`src/rtl/tone_pkg.sv`:
```
// Shared types and defaults for the tone half-period detector.
// Pure declarations; no logic, no latency, no flow control.
package tone_pkg;
  localparam int TONE_CNT_W = 16;
  localparam logic [TONE_CNT_W-1:0] TONE_TIMEOUT  = 16'hFFFF;
  localparam logic [TONE_CNT_W-1:0] TONE_MIN_HALF = 16'd64;

  typedef enum logic [1:0] {
    IDLE      = 2'd0,
    WAIT_EDGE = 2'd1,
    MEASURE   = 2'd2
  } tone_state_e;
endpackage

```
`src/rtl/tone_sync_edge.sv`:
```
// Synchronizes the async tone pin and flags either edge as a one-cycle registered pulse.
// edge_pulse rises SYNC_STAGES+1 cycles after the pin changes; free-running, no backpressure.
module tone_sync_edge #(
  parameter int SYNC_STAGES = 2
) (
  input  logic clk,
  input  logic RST,
  input  logic tone_in,
  output logic edge_pulse
);
  logic [SYNC_STAGES-1:0] sync_q, sync_d;
  logic                   prev_q, prev_d;
  logic                   edge_q, edge_d;

  always_comb begin
    sync_d = {sync_q[SYNC_STAGES-2:0], tone_in};
    prev_d = sync_q[SYNC_STAGES-1];
    edge_d = sync_q[SYNC_STAGES-1] ^ prev_q;
  end

  always_ff @(posedge clk or posedge RST) begin
    if (RST) begin
      sync_q <= '0;
      prev_q <= 1'b0;
      edge_q <= 1'b0;
    end else begin
      sync_q <= sync_d;
      prev_q <= prev_d;
      edge_q <= edge_d;
    end
  end

  assign edge_pulse = edge_q;
endmodule

```
`src/rtl/tone_detector.sv`:
```
// Measures the half-period of a 1-bit tone; pin-to-pulse latency SYNC_STAGES+2, no backpressure.
// Optional 4-sample averaging of accepted half-periods under macro TONE_AVG_EN.
module tone_detector
  import tone_pkg::*;
#(
  parameter int               CNT_W       = TONE_CNT_W,
  parameter logic [CNT_W-1:0] MIN_HALF    = TONE_MIN_HALF,
  parameter logic [CNT_W-1:0] TIMEOUT     = TONE_TIMEOUT,
  parameter int               SYNC_STAGES = 2
) (
  input  logic             clk,
  input  logic             RST,
  input  logic             enable,
  input  logic             tone_in,
  output logic [CNT_W-1:0] half_period,
  output logic             period_valid,
  output logic             tone_present,
  output logic             glitch_err
);
  logic             edge_pulse;
  tone_state_e      state_q, state_d;
  logic [CNT_W-1:0] cnt_q, cnt_d, cnt_inc;
  logic [CNT_W-1:0] half_period_q, half_period_d;
  logic             period_valid_q, period_valid_d;
  logic             tone_present_q, tone_present_d;
  logic             glitch_err_q, glitch_err_d;

`ifdef TONE_AVG_EN
  logic [CNT_W-1:0] hist_q [4];
  logic [CNT_W-1:0] hist_d [4];
  logic [2:0]       nsamp_q, nsamp_d;
  logic [CNT_W+1:0] sum;
  logic             hist_clr;
`endif

  tone_sync_edge #(.SYNC_STAGES(SYNC_STAGES)) u_sync (
    .clk        (clk),
    .RST        (RST),
    .tone_in    (tone_in),
    .edge_pulse (edge_pulse)
  );

  always_comb begin
    state_d        = state_q;
    half_period_d  = half_period_q;
    tone_present_d = tone_present_q;
    period_valid_d = 1'b0;
    glitch_err_d   = 1'b0;
    cnt_inc        = (cnt_q == TIMEOUT) ? cnt_q : cnt_q + 1'b1;
    cnt_d          = edge_pulse ? CNT_W'(1) : cnt_inc;
`ifdef TONE_AVG_EN
    hist_clr = 1'b0;
    hist_d   = hist_q;
    nsamp_d  = nsamp_q;
    sum      = {2'b00, cnt_q} + {2'b00, hist_q[0]} + {2'b00, hist_q[1]} + {2'b00, hist_q[2]};
`endif
    if (!enable) begin
      state_d        = IDLE;
      cnt_d          = '0;
      tone_present_d = 1'b0;
`ifdef TONE_AVG_EN
      hist_clr = 1'b1;
`endif
    end else begin
      case (state_q)
        IDLE: begin
          state_d = WAIT_EDGE;
          cnt_d   = '0;
        end
        WAIT_EDGE: begin
          if (edge_pulse) state_d = MEASURE;
        end
        MEASURE: begin
          if (edge_pulse) begin
            if (cnt_q < MIN_HALF) begin
              glitch_err_d = 1'b1;
            end else begin
              tone_present_d = 1'b1;
`ifdef TONE_AVG_EN
              hist_d[0] = cnt_q;
              for (int i = 1; i < 4; i++) hist_d[i] = hist_q[i-1];
              nsamp_d = (nsamp_q == 3'd4) ? nsamp_q : nsamp_q + 3'd1;
              // Fourth and later samples since arming: publish the running mean.
              if (nsamp_q >= 3'd3) begin
                half_period_d  = sum[CNT_W+1:2];
                period_valid_d = 1'b1;
              end
`else
              half_period_d  = cnt_q;
              period_valid_d = 1'b1;
`endif
            end
          end else if (cnt_q == TIMEOUT) begin
            state_d        = WAIT_EDGE;
            tone_present_d = 1'b0;
`ifdef TONE_AVG_EN
            hist_clr = 1'b1;
`endif
          end
        end
        default: state_d = IDLE;
      endcase
    end
`ifdef TONE_AVG_EN
    if (hist_clr) begin
      for (int i = 0; i < 4; i++) hist_d[i] = '0;
      nsamp_d = '0;
    end
`endif
  end

  always_ff @(posedge clk or posedge RST) begin
    if (RST) begin
      state_q        <= IDLE;
      cnt_q          <= '0;
      half_period_q  <= '0;
      period_valid_q <= 1'b0;
      tone_present_q <= 1'b0;
      glitch_err_q   <= 1'b0;
    end else begin
      state_q        <= state_d;
      cnt_q          <= cnt_d;
      half_period_q  <= half_period_d;
      period_valid_q <= period_valid_d;
      tone_present_q <= tone_present_d;
      glitch_err_q   <= glitch_err_d;
    end
  end

`ifdef TONE_AVG_EN
  always_ff @(posedge clk or posedge RST) begin
    if (RST) begin
      for (int i = 0; i < 4; i++) hist_q[i] <= '0;
      nsamp_q <= '0;
    end else begin
      for (int i = 0; i < 4; i++) hist_q[i] <= hist_d[i];
      nsamp_q <= nsamp_d;
    end
  end
`endif

  assign half_period  = half_period_q;
  assign period_valid = period_valid_q;
  assign tone_present = tone_present_q;
  assign glitch_err   = glitch_err_q;
endmodule

```
`config.mk`:
```
export PLATFORM = sky130hd
export DESIGN_NAME = tone_detector
export DESIGN_NICKNAME = d
export VERILOG_FILES = /design/src/rtl/tone_pkg.sv /design/src/rtl/tone_sync_edge.sv /design/src/rtl/tone_detector.sv
export SDC_FILE = /design/constraint.sdc
export NUM_CORES = 1
export LEC_CHECK = 0
export BUFFER_PORTS_ARGS = -buffer_cell sky130_fd_sc_hd__buf_2
export CAP_MARGIN = 10
export CORE_MARGIN = 4
export CORE_UTILIZATION = 30
export DETAILED_ROUTE_END_ITERATION = 7
export PLACE_DENSITY_LB_ADDON = 0.2
export SYNTH_ARGS = -nofsm -noshare
export SYNTH_HDL_FRONTEND = slang
export SYNTH_SLANG_ARGS = --single-unit
```
`constraint.sdc`:
```
create_clock -name clk -period 1.73 [get_ports clk]
set_input_delay 0.346 -clock clk [delete_from_list [all_inputs] [get_ports clk]]
set_output_delay 0.346 -clock clk [all_outputs]
set_load 0.03 [all_outputs]
```
### Word-level counts from Yosys, hierarchy flattened

Cells that the tools add are included.

* register bits: 41
* input port bits: 4
* output and inout port bits: 19
* logic and storage cells: 49

* add/sub/neg operators: 1
* $lt $le $gt $ge: 1
* equal/unequal tests: 10
* multiplexer cells: 22
* bitwise logic cells: 2
* reductions and logical operators: 4

Operator list (number)
* 16-bit 2-to-1 mux: 4
* 16-bit by 1-bit adder with 16-bit output, second input constant: 1
* 16-bit equality test, second input constant: 1
* 16-bit by 7-bit less-than comparator with 1-bit output, second input constant: 1
* 1-bit 2-to-1 mux: 13
* 3-bit inequality test, second input constant: 3
* 2-bit 2-to-1 mux: 4
* 2-bit case mux with 3 select lines: 1
* 3-bit AND reduction: 2
* 4-bit by 2-bit inequality test with 1-bit output, second input constant: 1
* 4-bit AND reduction: 1
* 3-bit by 1-bit inequality test with 1-bit output, second input constant: 1
* 3-bit by 2-bit inequality test with 1-bit output, second input constant: 1
* 2-bit by 1-bit equality test with 1-bit output, second input constant: 1
* 2-bit equality test, second input constant: 1
* 2-bit logical NOT: 1
* 2-bit by 1-bit inequality test with 1-bit output, second input constant: 1
* 1-bit NOT: 1
* 1-bit bitwise XOR: 1

### Depth between registers and ports, before layout

Gate-level depths: netlist of the first run.

* depth after elaboration: 5
* mapped depth: 7
* gate-level depth less buffers: 5

### Cells and area by module

A second synthesis of the first run with hierarchy kept.

* cells, all modules: 149
* area total of the unflattened synthesis: 1859.3 sq um

By module, submodules not included
* tone_detector: instances 1, cells each 143, area each 1746.7 sq um, seq. area each 925.9 sq um
* tone_sync_edge: instances 1, cells each 6, area each 112.6 sq um, seq. area each 100.1 sq um

### Worst setup path before layout of the first run

OpenSTA, ideal clock, no wires.

* kind: register -> register
* from: register cnt_q[0]
* to: register state_q[1]
* library setup time: 0.130 ns
* data arrival time: 1.701 ns
* data required time: 1.600 ns
* slack: -0.101 ns
* cell stages (with the launch flop): 7
* buffers on the path: 1
* period minus slack after synthesis: 1.831 ns
* cell sequence: dfrtp_1 > ha_1 > nand4_4 > or4_1 > buf_2 > o21ai_0 > a21boi_0

* word-level cells in the longest chain between the ends: 3

Ends and longest elaborated chain
* start: declaration: RTL line tone_detector.sv:22 `logic [CNT_W-1:0] cnt_q, cnt_d, cnt_inc;`
* start signal: assignment: RTL line tone_detector.sv:122 `cnt_q <= cnt_d;`
* 16-bit equality test: RTL line tone_detector.sv:93 `end else if (cnt_q == TIMEOUT) begin`
* 3-bit inequality test (no line)
* 3-bit AND reduction (no line)
* end signal: assignment: RTL line tone_detector.sv:121 `state_q <= state_d;`
* end: declaration: RTL line tone_detector.sv:21 `tone_state_e state_q, state_d;`

No other way between the ends.
A chain may end at the register's enable or synchronous reset.

### Worst setup path after layout of the first run

* from: register cnt_q[14]
* to: register cnt_q[3]

* word-level cells in the longest chain between the ends: 2

Ends and longest elaborated chain
* 16-bit equality test: RTL line tone_detector.sv:49 `cnt_inc = (cnt_q == TIMEOUT) ? cnt_q : cnt_q + 1'b1;`
* 4-bit by 2-bit inequality test with 1-bit output (no line)

No other way between the ends.

==> reports/qor.yml, run 1 <==
worst_setup_path:
  timing.critical_path.slowest_cell_delay_ns: 0.44
  cp.arrival_ns: 1.86
  capture_instance_of_the_worst_register_to_register_path: "cnt_q[3]"
  timing.critical_path.cells: "nand4_1 > buf_4 > nor4_4 > buf_4 > or3_2 > a21oi_1"
  r2r.worst_path.cells: 6
  cp-start-kind: "flop"
  critical_path_class: "reg2reg"
  r2r_start: "cnt_q[14]"
  critPathCaptureType: "flop"
  cp_top_family: "simple AND/OR/NAND/NOR gates"
  worst_ep_required_time_ns: 1.94
  crit_path_top_delay_cell: "dfrtp_1"
  timing.critical_path.fanout_max: 8
  regToRegSetupSlack_ns: 0.09
  cp.buffers_inverters: 2
  cpMostUsedCell: "buf_4"
sta:
  layout_setup_ws_ns: 0.0853
  fin_crit_sh_pct: 95.1
  period_minus_slack_ns: 1.64
  rsz0062_at_grt: "yes"
  clock-skew-final_ns: 0.00961
  tightestPinTransition_ns: 0.536
  max_fclk_mhz: 608
  timing.max_slew.rel_slack_pct: 64.3
  setup_viol: 0
  hold_viol: 0
  finalMaxSlewViolations: 0
run:
  cap_violations: 0
synthesis:
  post_synth_num_cell_types: 44
  area_share_of_xor_xnor_cells_in_the_synthesized_design_pct: 2.32
  synth_edf_count: 0
  synth_ff_type: "dfrtp_1"
  avgSynthCellArea_sq_um: 11.6
  ys_warn_count: 0
  ys_seq_area_share_pct: 54.4
  synthArstFlopShare_pct: 100
  netlist_instances: 162
  synth_simple_gate_area_share_pct: 18.1
  postSynthNetCount: 167
  yosys.area_share.adder_pct: 0.664
  synth-compound-area-share_pct: 10.8
  number_of_register_bits_inferred_by_synthesis: 41
  synth.mux.area_fraction_pct: 8.90
  syn-cell-area_sq_um: 1880
  synth_top_family_by_area: "simple AND/OR/NAND/NOR gates"
floorplanning:
  placementRows: 28
  die_y_um: 87.3
  fp.coreArea_sq_um: 5990
  floorplan.initialDensity_pct: 31.5
  fp.dieArea_sq_um: 7610
  die_width_um: 87.3
  floorplan.io_pins: 23
placed_design:
  post-place-ws_ns: -0.0883
  routabilityCongestion: 0.833
  dp_hpwl_um: 3120
  port_buffers: 22
cells_and_area:
  post-route-util_pct: 40.3
  register_area_sq_um: 1030
  most-common-layout-cells: "38 x dfrtp_1, 27 x buf_4, 22 x buf_2, 14 x mux2_2, 9 x a21oi_1"
  area_growth_syn_to_layout_pct: 28.2
  mostFrequentLayoutCell: "dfrtp_1"
  post_route_cells_drive_above_1_share_pct: 42.5
  final_nets: 216
  fillers: 586
  multiInputGateArea_sq_um: 813
  antennaDiodeCount: 0
global_routing:
  globalRouteOverflowTotal: 0
  grt_start_max_net_pins: 42
  grt_first_pass_wirelength_um: 7180
  antenna_found_initial: 0
  grt.total_usage_pct: 12.1
  first_global_vias: 1476
clock_network:
  clock_buffer_count_from_cts: 5
  clock_tree_from_tritoncts: "built"
  cts.sink_count: 41
  htree_num_levels: 2
  cts.repair_timing.setup_buffer_count: 0
  postCtsHoldBufs: 0
  cts.reportedPaths.clkPinSlew_ns: 0.08
  root_buffer: "clkbuf_8"
  clock_insertion_delay_worst_skew_ns: 0.29
  maximum_buffer_depth_of_the_clock_tree: 2
worst_hold_path:
  min-delay-start: "tone_in"
  holdPathStages: 1
  worst_hold_path.endpoint: "u_sync.sync_q[0]"
  min-delay-path-class: "in2reg"
power_and_ir_drop:
  power.density_cell_area_nw_per_um2: 776
  ir_drop_v: 0.000396
  power.leakage_uw: 0.00114
route:
  via_count: 1417
  detailedRoute.firstIterationViolations: 87
  wl_per_cell_um: 14.7
  drc: 0
  post_detailed_routing_wire_length_um: 4220
  drt_first_pass_iters: 4
  detail_route.vias_per_cell: 4.94
  antenna_violating_nets_post_route: 0
run_status:
  status: "finished, final reports clean"
==> per-stage QoR <==
step | instances | hold WS [ns] | total power (uW) | setup TNS [ns] | cell area (sq um)
floorplan | 162 | 0.331 | 1060 | 0 | 1900
global placement | 279 | 0.338 | 1090 | -0.0149 | 2260
detailed placement | 279 | 0.335 | 1100 | -0.247 | 2260
CTS | 287 | 0.144 | 1910 | 0 | 2390
global route | 287 | 0.150 | 1960 | -0.0291 | 2420
finish | 287 | 0.158 | 1880 | 0 | 2420
==> Yosys cell counts (2+ instances only) <==
library cell | number | area [sq um]
dfrtp_1 | 41 | 1030
mux2_2 | 14 | 158
a21oi_1 | 10 | 50.1
o21ai_0 | 9 | 45.0
nand2_1 | 7 | 26.3
nand3_1 | 6 | 30.0
nand4_1 | 6 | 37.5
inv_1 | 5 | 18.8
nor2_1 | 5 | 18.8
buf_6 | 4 | 45.0
nor3_1 | 4 | 20.0
or4_1 | 4 | 30.0
xnor2_1 | 4 | 35.0
and3_1 | 3 | 18.8
o31ai_1 | 3 | 22.5
a31oi_1 | 2 | 12.5
and3_2 | 2 | 15.0
buf_2 | 2 | 10.0
clkbuf_1 | 2 | 7.51
nor2b_1 | 2 | 12.5
nor4_1 | 2 | 12.5
o21a_1 | 2 | 15.0
or3_1 | 2 | 12.5
==> logic make-up (layout without fill, tap and decap cells) <==
logic type / after synthesis / after routing
AOI/OAI and AO/OA: 33 / 33
xor gates and xnor gates: 5 / 5
adders and majority gates: 1 / 1
buffers and inverters: 14 / 64
DFF: 41 / 41
muxes: 15 / 15
and+or+nand+nor: 53 / 53
==> timing repair <==
| action | 4_1_cts | 5_1_grt |
|---|---|---|
| endpoints found under the setup margin | 6 | 22 |
| pin swaps | 0 | 2 |
| resized for setup | 4 | 9 |
==> area by class of cell <==
| type | instances | share of cell area (%) |
|---|---|---|
| clock buffer | 7 | 3.57 |
| clock inverter | 1 | 1.24 |
| inverter | 5 | 0.777 |
| multi-input combinational | 107 | 33.7 |
| sequential | 41 | 42.6 |
| tap | 75 | 3.88 |
| timing repair buffer | 51 | 14.2 |
==> worst max-delay path by stage <==
stage	from	to	slack (ns)	depth (start not counted)
floorplan	cnt_q[8]	state_q[1]	0.06	6
global placement	cnt_q[6]	cnt_q[13]	-0.01	4
detailed placement	cnt_q[0]	cnt_q[11]	-0.09	6
CTS	cnt_q[6]	cnt_q[13]	0.004	4
global route	cnt_q[1]	cnt_q[11]	-0.02	6
finish	cnt_q[14]	cnt_q[3]	0.09	6
==> registers in the layout, summed over array words and instances, names as in the netlist <==
signal             cells
tone_present           1
state_q                2
u_sync.sync_q          2
glitch_err             1
u_sync.prev_q          1
half_period           16
cnt_q                 16
u_sync.edge_pulse      1
period_valid           1
==> routing by layer <==
layer  wire length [um]  track usage, %
met1               1900            14.8
met2               2160            20.4
met3                130            3.31
met4                 19            4.04
met5                  0               0
==> where the power goes <==
group / internal, uW / switching (uW)
Combinational: 35.0 / 52.5
Sequential: 972 / 15.2
Clock: 471 / 330
Total: 1480 / 398
No activity file was read; power rests on OpenSTA's default activity.
==> run 2, diff against run 1 <==
clock period = 1.4 ns   (was 1.73 ns; I/O delays follow)
==> run 2 against run 1 <==
Against the previous run: the run now ends with setup timing left; final cell count increased by 12%; sequential power is 24% higher; global-route usage up 2.5 points; sequential share of layout area shrank 6.1 points; hold slack lost 0.13 ns; flip-flop and latch count unchanged; via count rose by 13%; clock power is 24% higher; count of clock-buffer cells in the layout stayed put.
==> reports/qor.yml, run 2 (same netlist as run 1, synthesis figures left out) <==
worst_setup_path:
  r2r_start: "cnt_q[8]"
  cp_top_family: "simple AND/OR/NAND/NOR gates"
  r2r.worst_path.cells: 4
  timing.critical_path.fanout_max: 7
  worst_ep_required_time_ns: 1.62
  timing.critical_path.slowest_cell_delay_ns: 0.67
  cp.arrival_ns: 1.88
  critical_path_class: "reg2reg"
  capture_instance_of_the_worst_register_to_register_path: "cnt_q[0]"
  timing.critical_path.cells: "nand4_1 > or4_4 > xnor2_2 > a21oi_1"
  cp-start-kind: "flop"
  critPathCaptureType: "flop"
  regToRegSetupSlack_ns: -0.26
  crit_path_top_delay_cell: "or4_4"
  cp.buffers_inverters: 0
sta:
  hold_viol: 0
  period_minus_slack_ns: 1.66
  timing.max_slew.rel_slack_pct: 75.5
  tightestPinTransition_ns: 0.364
  layout_setup_ws_ns: -0.263
  tns_setup_ns: -6.26
  finalMaxSlewViolations: 0
  rsz0062_at_grt: "yes"
  setup_viol: 34
  clock-skew-final_ns: 0.00242
  fin_crit_sh_pct: 119
  max_fclk_mhz: 601
power_and_ir_drop:
  power.density_cell_area_nw_per_um2: 843
  power_frac_seq_pct: 51.3
  power_switching_uw: 512
  cellInternalPower_uw: 1860
  ir_drop_v: 0.000354
  power.combinational.fraction_pct: 6.9
  total_power_uw: 2370
  power.share.clock_pct: 41.8
  power.switching_fraction_pct: 21.6
  power.leakage_uw: 0.00139
floorplanning:
  die_y_um: 87.3
  die_width_um: 87.3
  fp.dieArea_sq_um: 7610
  floorplan.initialDensity_pct: 31.5
  fp.coreArea_sq_um: 5990
  floorplan.io_pins: 23
  placementRows: 28
global_routing:
  grt_start_max_net_pins: 24
  globalRouteOverflowTotal: 0
  grt_first_pass_wirelength_um: 8470
  antenna_found_initial: 0
  first_global_vias: 1639
  grt.total_usage_pct: 14.6
cells_and_area:
  area_growth_syn_to_layout_pct: 49.3
  most-common-layout-cells: "56 x buf_4, 39 x dfrtp_1, 22 x buf_2, 14 x mux2_2"
  mostFrequentLayoutCell: "buf_4"
  post_route_cells_drive_above_1_share_pct: 57.3
  post-route-util_pct: 47.0
  final_nets: 250
  antennaDiodeCount: 0
clock_network:
  clock_tree_from_tritoncts: "built"
  clock_insertion_delay_worst_skew_ns: 0.29
  cts.sink_count: 41
  cts.reportedPaths.clkPinSlew_ns: 0.08
  root_buffer: "clkbuf_8"
  maximum_buffer_depth_of_the_clock_tree: 2
  htree_num_levels: 2
  clock_buffer_count_from_cts: 5
route:
  post_detailed_routing_wire_length_um: 5160
  antenna_violating_nets_post_route: 0
  wl_per_cell_um: 16.1
  detailedRoute.firstIterationViolations: 115
  via_count: 1604
  detail_route.vias_per_cell: 5.00
  drt_first_pass_iters: 4
  drc: 0
run_status:
  status: "finished with violations"
  violations_in_the_final_reports: "setup timing"
placed_design:
  post-place-ws_ns: -0.281
  dp_hpwl_um: 3520
  routabilityCongestion: 0.859
  port_buffers: 22
run:
  cap_violations: 0
worst_hold_path:
  min-delay-path-class: "in2async"
-- run 2: routing by layer --
metal	vias to the layer above	part of all wire, %	global-route usage (%)	routed length [um]
li1	767	-	-	-
met1	780	41	18.1	2140
met2	46	52	24.4	2670
met3	11	4.9	3.69	254
met4	0	1.7	5.30	89
met5	-	0	0	0
-- run 2: power by group through the flow --
stage,clock [uW],combinational [uW],sequential (uW)
after floorplan,0,68.5,1240
after global placement,0,138,1240
after detailed placement,0,143,1240
after CTS,1030,155,1220
after global routing,1060,183,1220
final,991,164,1220
-- run 2: timing repair --
item,CTS,global route
hold endpoints to repair,0,0
setup endpoints to repair,35,37
buffers inserted,7,9
hold buffers,0,0
gates cloned,1,0
pin swaps,10,10
gates resized for setup,22,20
-- run 2: cell type report --
cell class	count	area [sq um]
fillers	533	3180
well taps	75	93.8
clock inverters	1	30.0
multi-input cells	107	921
repair buffers	85	634
clock buffers	7	86.3
flip-flops and latches	41	1030
inverters	5	18.8
-- run 2: how the worst max path moves through the flow --
stage / from / to / cells after the start
finish: cnt_q[8] / cnt_q[0] / 4
global route: cnt_q[8] / cnt_q[0] / 4
CTS: cnt_q[0] / cnt_q[0] / 6
detailed placement: cnt_q[0] / state_q[1] / 6
global placement: cnt_q[0] / cnt_q[0] / 6
floorplan: cnt_q[8] / cnt_q[0] / 6
-- run 2: worst register-to-register path, delay by kind of cell, from the launching register on --
family          cells  cell delay, ns
compound gates      1            0.13
xor+xnor            1            0.17
simple gates        2            0.87
flops               1            0.42
-- run 2: metrics by stage --
step                      hold slack (ns)  std cells  area [sq um]
after floorplan                     0.311        162          1930
after global placement              0.334        297          2410
after detailed placement            0.339        297          2410
after CTS                          0.0267        313          2680
after global routing               0.0501        321          2810
final                              0.0255        321          2810
==> run 3, diff against run 2 <==
SKIP_CTS_REPAIR_TIMING = 1   (was default)
==> run 3 against run 2 <==
Against the previous run: highest routed layer unchanged; maximum frequency is 1.9% lower; core utilization is 1.6 points lower; combinational power is 4% lower; critical path type unchanged; die area stayed put; largest power group unchanged; the run still ends with setup timing left.
==> reports/qor.yml, run 3 (same netlist as run 1, synthesis figures left out) <==
run_status:
  status: "finished with violations"
  violations_in_the_final_reports: "setup timing"
floorplanning:
  die_y_um: 87.3
  fp.coreArea_sq_um: 5990
  fp.dieArea_sq_um: 7610
  floorplan.initialDensity_pct: 31.5
  floorplan.io_pins: 23
  placementRows: 28
  die_width_um: 87.3
sta:
  fin_crit_sh_pct: 121
  tightestPinTransition_ns: 0.361
  period_minus_slack_ns: 1.70
  setup_viol: 33
  finalHoldWorstSlack_ns: 0.0259
  finalMaxSlewViolations: 0
  timing.max_slew.rel_slack_pct: 75.7
  hold_viol: 0
  max_fclk_mhz: 590
  clock-skew-final_ns: 0.00293
  layout_setup_ws_ns: -0.296
  rsz0062_at_grt: "yes"
worst_setup_path:
  worst_ep_required_time_ns: 1.62
  regToRegSetupSlack_ns: -0.30
  cp-start-kind: "flop"
  critPathCaptureType: "flop"
  cp.arrival_ns: 1.91
  critical_path_class: "reg2reg"
  timing.critical_path.fanout_max: 7
run:
  cap_violations: 0
route:
  drc: 0
  via_count: 1570
  detailedRoute.firstIterationViolations: 76
  drt_first_pass_iters: 4
  detail_route.vias_per_cell: 5.00
  wl_per_cell_um: 15.9
  antenna_violating_nets_post_route: 0
  post_detailed_routing_wire_length_um: 5000
clock_network:
  clock_tree_from_tritoncts: "built"
  clock_insertion_delay_worst_skew_ns: 0.29
  cts.reportedPaths.clkPinSlew_ns: 0.08
  maximum_buffer_depth_of_the_clock_tree: 2
  htree_num_levels: 2
  clock_buffer_count_from_cts: 5
  cts.sink_count: 41
  root_buffer: "clkbuf_8"
global_routing:
  grt_first_pass_wirelength_um: 7980
  antenna_found_initial: 0
  first_global_vias: 1570
  grt_start_max_net_pins: 24
  globalRouteOverflowTotal: 0
  grt.total_usage_pct: 13.7
placed_design:
  placed_cell_area_sq_um: 2410
  routabilityCongestion: 0.859
  port_buffers: 22
  dp_hpwl_um: 3520
cells_and_area:
  antennaDiodeCount: 0
  mostFrequentLayoutCell: "buf_4"
  final_nets: 243
  area_growth_syn_to_layout_pct: 44.2
  most-common-layout-cells: "53 x buf_4, 39 x dfrtp_1, 22 x buf_2, 14 x mux2_2, 9 x a21oi_1"
  final_instance_area_sq_um: 2720
  post_route_cells_drive_above_1_share_pct: 54.8
power_and_ir_drop:
  ir_drop_v: 0.000375
  power.leakage_uw: 0.00132
  power.density_cell_area_nw_per_um2: 872
  total_power_uw: 2370
worst_hold_path:
  min-delay-path-class: "in2async"
==> run 3: worst paths after layout <==
| check | cells past startpoint | start | to |
|---|---|---|---|
| max in group asynchronous | 3 | RST | cnt_q[11] |
| min in group clk | 1 | tone_in | u_sync.sync_q[0] |
| hold / removal | 3 | RST | cnt_q[13] |
| hold reg to reg | 0 | u_sync.sync_q[0] | u_sync.sync_q[1] |
| setup reg to reg | 5 | cnt_q[0] | cnt_q[0] |
| setup / recovery | 5 | cnt_q[0] | cnt_q[0] |
==> run 3: power breakdown <==
| group | internal (uW) | switching, uW |
|---|---|---|
| sequential | 1200 | 14.3 |
| clock | 582 | 413 |
| combinational | 74.7 | 83.5 |
| total | 1860 | 511 |
==> run 3: cell type report <==
| type | instances | area, sq um |
|---|---|---|
| Clock inverter | 1 | 30.0 |
| Sequential cell | 41 | 1030 |
| Clock buffer | 7 | 86.3 |
| Fill cell | 565 | 3270 |
| Multi-Input combinational cell | 107 | 908 |
| Tap cell | 75 | 93.8 |
| Timing Repair Buffer | 78 | 551 |
| Inverter | 5 | 18.8 |
==> run 3: metrics by stage <==
step | setup TNS, ns | instances | utilization, % | setup slack (ns)
2_1_floorplan | -4.21 | 162 | - | -0.227
3_3_place_gp | -6.94 | 297 | 40.3 | -0.258
3_5_place_dp | -6.89 | 297 | 40.3 | -0.281
4_1_cts | -7.93 | 305 | 42.2 | -0.313
5_1_grt | -8.76 | 314 | 45.3 | -0.355
6_report | -6.48 | 314 | 45.3 | -0.296
==> run 3: routing by layer <==
metal / vias up / global-route usage, % / share of wire (%)
met4: 0 / 5.44 / 1.6
met2: 25 / 21.8 / 51
li1: 747 / - / -
met3: 9 / 3.50 / 3.4
met1: 789 / 17.6 / 44
met5: - / 0 / 0
==> run 3: critical path, stage by stage (launching register included) <==
cell and delay, ns:
dfrtp_2 0.41, ha_4 0.16, nand4_4 0.11, or4_4 0.65, xnor2_2 0.16, a21oi_1 0.13
